### src/rtl/gps_nmea_framer.sv
// rtl/gps_nmea_framer.sv - NMEA-0183 sentence framer with checksum check and line buffer
`timescale 1ns/1ps
module gps_nmea_framer #(
  parameter int MAX_LEN = 80,
  parameter int ADDR_W  = 7
) (
  input  logic              clk,
  input  logic              reset_n,
  input  logic [7:0]        rx_data,
  input  logic              rx_valid,
  input  logic [ADDR_W-1:0] rd_addr,
  output logic [7:0]        rd_data,
  output logic              sentence_ready,
  output logic [ADDR_W-1:0] sentence_len,
  input  logic              ack,
  output logic [15:0]       cksum_err_cnt,
  output logic [15:0]       frame_err_cnt,
  output logic [15:0]       drop_cnt
);

  typedef enum logic [2:0] {
    S_IDLE, S_BODY, S_CK_HI, S_CK_LO, S_WAIT_CR, S_WAIT_LF, S_COMMIT
  } state_t;

  localparam logic [7:0]      CH_DOLLAR = 8'h24;
  localparam logic [7:0]      CH_STAR   = 8'h2A;
  localparam logic [7:0]      CH_CR     = 8'h0D;
  localparam logic [7:0]      CH_LF     = 8'h0A;
  localparam logic [ADDR_W:0] LP_MAX    = MAX_LEN[ADDR_W:0];

  state_t            r_state, w_state_nxt;
  logic [7:0]        r_xor;
  logic [ADDR_W:0]   r_ptr;
  logic [3:0]        r_ck_hi, r_ck_lo;
  logic              r_we;
  logic              r_ready;
  logic [ADDR_W-1:0] r_len;
  logic [7:0]        r_rd_data;
  logic [15:0]       r_ck_cnt, r_fr_cnt, r_dr_cnt;
  logic [7:0]        r_mem [0:(2**ADDR_W)-1];

  logic       w_start, w_body, w_lat_hi, w_lat_lo, w_frame_err;
  logic       w_commit, w_match;
  logic [4:0] w_hex;

  // Returns {valid, nibble} for an ASCII hex digit in either case.
  function automatic logic [4:0] hex_val(input logic [7:0] c);
    logic [7:0] t;
    t = 8'h00;
    if (c >= 8'h30 && c <= 8'h39)      t = c - 8'h30;
    else if (c >= 8'h41 && c <= 8'h46) t = c - 8'h37;
    else if (c >= 8'h61 && c <= 8'h66) t = c - 8'h57;
    else                               return 5'b0_0000;
    return {1'b1, t[3:0]};
  endfunction

  always_comb begin
    w_state_nxt = r_state;
    w_start     = 1'b0;
    w_body      = 1'b0;
    w_lat_hi    = 1'b0;
    w_lat_lo    = 1'b0;
    w_frame_err = 1'b0;
    w_commit    = (r_state == S_COMMIT);
    w_match     = ({r_ck_hi, r_ck_lo} == r_xor);
    w_hex       = hex_val(rx_data);
    if (r_state == S_COMMIT) begin
      w_state_nxt = S_IDLE;
    end else if (rx_valid) begin
      if (rx_data == CH_DOLLAR) begin
        w_start     = 1'b1;
        w_state_nxt = S_BODY;
      end else begin
        case (r_state)
          S_BODY: begin
            if (rx_data == CH_STAR) begin
              w_state_nxt = S_CK_HI;
            end else if (r_ptr == LP_MAX) begin
              w_frame_err = 1'b1;
              w_state_nxt = S_IDLE;
            end else begin
              w_body = 1'b1;
            end
          end
          S_CK_HI: begin
            w_lat_hi    = w_hex[4];
            w_frame_err = !w_hex[4];
            w_state_nxt = w_hex[4] ? S_CK_LO : S_IDLE;
          end
          S_CK_LO: begin
            w_lat_lo    = w_hex[4];
            w_frame_err = !w_hex[4];
            w_state_nxt = w_hex[4] ? S_WAIT_CR : S_IDLE;
          end
          S_WAIT_CR: begin
            w_frame_err = (rx_data != CH_CR);
            w_state_nxt = (rx_data == CH_CR) ? S_WAIT_LF : S_IDLE;
          end
          S_WAIT_LF: begin
            w_frame_err = (rx_data != CH_LF);
            w_state_nxt = (rx_data == CH_LF) ? S_COMMIT : S_IDLE;
          end
          default: w_state_nxt = S_IDLE;
        endcase
      end
    end
  end

  always_ff @(posedge clk or negedge reset_n) begin
    if (!reset_n) begin
      r_state   <= S_IDLE;
      r_xor     <= 8'h00;
      r_ptr     <= '0;
      r_ck_hi   <= 4'h0;
      r_ck_lo   <= 4'h0;
      r_we      <= 1'b0;
      r_ready   <= 1'b0;
      r_len     <= '0;
      r_rd_data <= 8'h00;
      r_ck_cnt  <= 16'h0000;
      r_fr_cnt  <= 16'h0000;
      r_dr_cnt  <= 16'h0000;
    end else begin
      r_state   <= w_state_nxt;
      r_rd_data <= r_mem[rd_addr];
      if (w_start) begin
        r_xor <= 8'h00;
        r_ptr <= '0;
        r_we  <= !r_ready;
      end
      if (w_body) begin
        r_xor <= r_xor ^ rx_data;
        r_ptr <= r_ptr + (ADDR_W+1)'(1);
      end
      if (w_lat_hi) r_ck_hi <= w_hex[3:0];
      if (w_lat_lo) r_ck_lo <= w_hex[3:0];
      // A successful commit implies ready was low at '$', so it never races ack.
      if (ack) r_ready <= 1'b0;
      if (w_commit && w_match && r_we) begin
        r_ready <= 1'b1;
        r_len   <= r_ptr[ADDR_W-1:0];
      end
      if (w_commit && !w_match && r_ck_cnt != 16'hFFFF) r_ck_cnt <= r_ck_cnt + 16'd1;
      if (w_commit && w_match && !r_we && r_dr_cnt != 16'hFFFF) r_dr_cnt <= r_dr_cnt + 16'd1;
      if (w_frame_err && r_fr_cnt != 16'hFFFF) r_fr_cnt <= r_fr_cnt + 16'd1;
    end
  end

  always_ff @(posedge clk) begin
    if (w_body && r_we) r_mem[r_ptr[ADDR_W-1:0]] <= rx_data;
  end

  assign rd_data        = r_rd_data;
  assign sentence_ready = r_ready;
  assign sentence_len   = r_len;
  assign cksum_err_cnt  = r_ck_cnt;
  assign frame_err_cnt  = r_fr_cnt;
  assign drop_cnt       = r_dr_cnt;

endmodule

### config.mk
export PLATFORM = sky130hd
export DESIGN_NAME = gps_nmea_framer
export DESIGN_NICKNAME = d
export VERILOG_FILES = /design/src/rtl/gps_nmea_framer.sv
export SDC_FILE = /design/constraint.sdc
export NUM_CORES = 1
export LEC_CHECK = 0
export BUFFER_PORTS_ARGS = -buffer_cell sky130_fd_sc_hd__buf_2
export CORE_ASPECT_RATIO = 1.25
export CORE_UTILIZATION = 23
export DETAILED_ROUTE_END_ITERATION = 8
export HOLD_SLACK_MARGIN = 0.08
export PLACE_DENSITY = 0.39
export SLEW_MARGIN = 5
export SYNTH_ARGS = -nofsm -noshare
export SYNTH_HDL_FRONTEND = slang
export SYNTH_SLANG_ARGS = --single-unit
export TNS_END_PERCENT = 30
### constraint.sdc
create_clock -name clk -period 3.5 [get_ports clk]
set_input_delay 0.525 -clock clk [delete_from_list [all_inputs] [get_ports clk]]
set_output_delay 0.525 -clock clk [all_outputs]
set_load 0.03 [all_outputs]
==> results_dict.tcl <==
set metrics [dict create \
    drt_iter0_drc 1833 \
    power_leakage_nw 16.9 \
    power.density_nw_per_um2 554 \
    slew_headroom_pct 21.0 \
    muxShareOfSynthArea_pct 17.9 \
    yosys.cell_count.top_type "edfxtp_1" \
    worstPathArrival_ns 3.68 \
    synthAdderAreaFrac_pct 0.313 \
    period_minus_slack_ns 3.33 \
    fin_tns_setup_ns 0 \
    synthSimpleGateAreaFrac_pct 3.53 \
    htreeDepth 3 \
    reg2reg_to "r_mem[110][5]" \
    synth_edf_count 1024 \
    routabilityCongestion 0.762 \
    syn_area_sq_um 44000 \
    clkTransAtPathRegs_ns 0.06 \
    min_from "rx_data[6]" \
    finalHoldWorstSlack_ns 0.190 \
    required_ns 3.85 \
    clock_sinks 1116 \
    core_sq_um 190000 \
    maxCapViolCount 0 \
    io_buffers 82 \
    viasPerCell 4.33 \
    path_max_fanout 14 \
    period_share_pct 95.2 \
    finalMaxSlewViolations 0 \
    via_count 21480 \
    synthXorXnorAreaFrac_pct 1.04 \
    ir_drop_mv 0.390 \
    ys.warnings.count 0 \
    wl_mm 126 \
    place_hpwl_mm 81.3 \
    hold_depth 1 \
    initial_core_util_pct 23.1 \
    final_util_pct 27.8 \
    ant_nets 0 \
    first_pass_iters 5 \
    reg2reg_depth 8 \
    synth_top_area_share_pct 69.9 \
    clock-root-buffer "clkbuf_16" \
    pre_cts_ws_ns -0.242 \
    final_area_sq_um 52800 \
    dieArea_sq_um 193000 \
    drive_above_1_share_pct 32.6 \
    fmax_mhz 300 \
    hold_viol_final 0 \
    placed_cells 4729 \
    grt_pass1_vias 23149 \
    finalPower_mw 29.3 \
    rsz0062_at_grt "no" \
    syn_nets 2084 \
    synthFlopType "edfxtp_1" \
    cts_setup_buffers 0 \
    grtUsageTotal_pct 13.1 \
    place_area_sq_um 48800 \
    rows 179 \
    reg2reg_from "r_state[1]" \
    ys_seq_elements 1116 \
    finalNetCount 2350 \
    netlist_instances 2054 \
    cts-buffers-inserted 121 \
    critPathCaptureType "flip-flop" \
    drc 0 \
    synth_area_leaders "edfxtp_1, mux4_2, dfrtp_1" \
    die_w_microns 393 \
    ys_types 56 \
    worst_pin_slew_ns 1.19 \
    fillCellCount 18641 \
    whs_endpoint "r_mem[26][6]" \
    grt_max_degree 134 \
    tritoncts "yes" \
    clockBufferDepth 3 \
    synth_top_family_by_area "multiplexers" \
    setup_viol_count_final 0 \
    fin_skew_ns 0.0337 \
    crit_type "flip-flop to flip-flop" \
    area_growth_pct 20.1 \
    clk_latency_ns 0.75 \
    synth_common_cells "edfxtp_1, mux4_2, nor2_1, dfrtp_1, clkbuf_1" \
    antenna_found_initial 15 \
    stdcell_count 4961 \
    fp.dieH_microns 491 \
    wl_per_cell_microns 25.4 \
    yosysSeqAreaShare_pct 75.2 \
    finalWorstSetupSlack_ns 0.166 \
    syn_avg_cell_area_sq_um 21.4 \
    grt_first_pass_wirelength_mm 179 \
    yosysTopAreaCell "edfxtp_1" \
    gr-total-overflow 0 \
    hold_path.class "input pin to flip-flop" \
    io_pins 83 \
    reg2reg_setup_slack_ns 0.17 \
    synth_compound_area_share_pct 0.871 \
    status "completed" \
    cp-start-kind "flip-flop" \
    synthArstFlopShare_pct 8.24 \
]
state kept, by name (all words and copies together) (netlist names):
| register | flops |
|---|---|
| r_ck_hi | 4 |
| r_ptr | 8 |
| rd_data | 8 |
| r_ck_lo | 4 |
| cksum_err_cnt | 16 |
| r_mem | 1024 |
| drop_cnt | 16 |
| r_xor | 8 |
| frame_err_cnt | 16 |
| sentence_len | 7 |
| r_state | 3 |
| r_we | 1 |
| sentence_ready | 1 |
worst max-delay path, cell delays in order (launching register included):
cell	delay, ns
dfrtp_1	0.38
or3b_2	0.49
a21oi_1	0.27
nor3b_2	0.43
buf_4	0.21
nand4_1	0.15
buf_12	0.22
buf_4	0.16
nor2_1	0.63
how the worst max path moves through the flow:
stage	start	endpoint	slack (ns)	cells past startpoint
2_1_floorplan	rd_addr[0]	rd_data[0]	0.46	6
3_3_place_gp	rx_data[0]	r_mem[106][2]	-0.23	10
3_5_place_dp	rx_data[0]	r_mem[106][3]	-0.24	10
4_1_cts	r_state[1]	r_mem[106][7]	0.03	7
5_1_grt	r_state[1]	r_mem[110][1]	0.0008	8
6_report	r_state[1]	r_mem[110][5]	0.17	8
area by class of cell:
cell class | instances | area [sq um] | area share [%]
multi-input cells | 819 | 10400 | 19.7
flip-flops and latches | 1116 | 33100 | 62.6
well taps | 2534 | 3170 | 6.00
repair buffers | 248 | 2160 | 4.09
clock inverters | 81 | 816 | 1.54
clock buffers | 145 | 3160 | 5.98
diodes | 4 | 10.0 | 0.0189
inverters | 14 | 52.6 | 0.0995
layout by cell type (no fill, tap or decap), types with 14 or more instances in the layout:
master / synthesis / routed
xnor2_1: 27 / 27
clkinv_2: 0 / 25
buf_12: 0 / 36
mux2_2: 26 / 26
clkbuf_16: 0 / 122
o21ai_0: 23 / 23
edfxtp_1: 1024 / 1024
buf_2: 17 / 69
buf_4: 12 / 139
nor2_1: 168 / 167
clkbuf_1: 51 / 21
inv_1: 14 / 14
mux4_2: 336 / 336
nand3_1: 32 / 32
xor2_1: 25 / 25
nand4_1: 21 / 21
dfrtp_1: 92 / 92
bufinv_16: 0 / 14
nand2_1: 49 / 49
clkinv_1: 0 / 25
routing by layer:
metal,routed length (microns),track usage [%]
met1,53000,17.0
met2,62500,21.8
met3,6180,2.09
met4,4000,4.80
met5,41,0
power by group:
| group | internal (mW) | switching [mW] | leakage (nW) |
|---|---|---|---|
| clock network | 7.45 | 5.38 | 1.93 |
| registers | 14.6 | 0.0604 | 10.4 |
| logic | 0.659 | 1.08 | 4.57 |
cells by family (layout without fill, tap and decap cells):
kind of cell,count (synthesis),count (layout)
fa+ha+maj,11,11
xor+xnor,52,52
buf+inv,119,488
flops,1116,1116
compound gates,59,59
mux,363,363
other cells,0,4
simple gates,334,334
repair_timing:
action / CTS / global route
hold buffers: 2 / 0
setup endpoints to repair: 0 / 8
hold endpoints to repair: 46 / 0
resized for setup: 0 / 1
No activity file was read; power rests on OpenSTA's default activity.
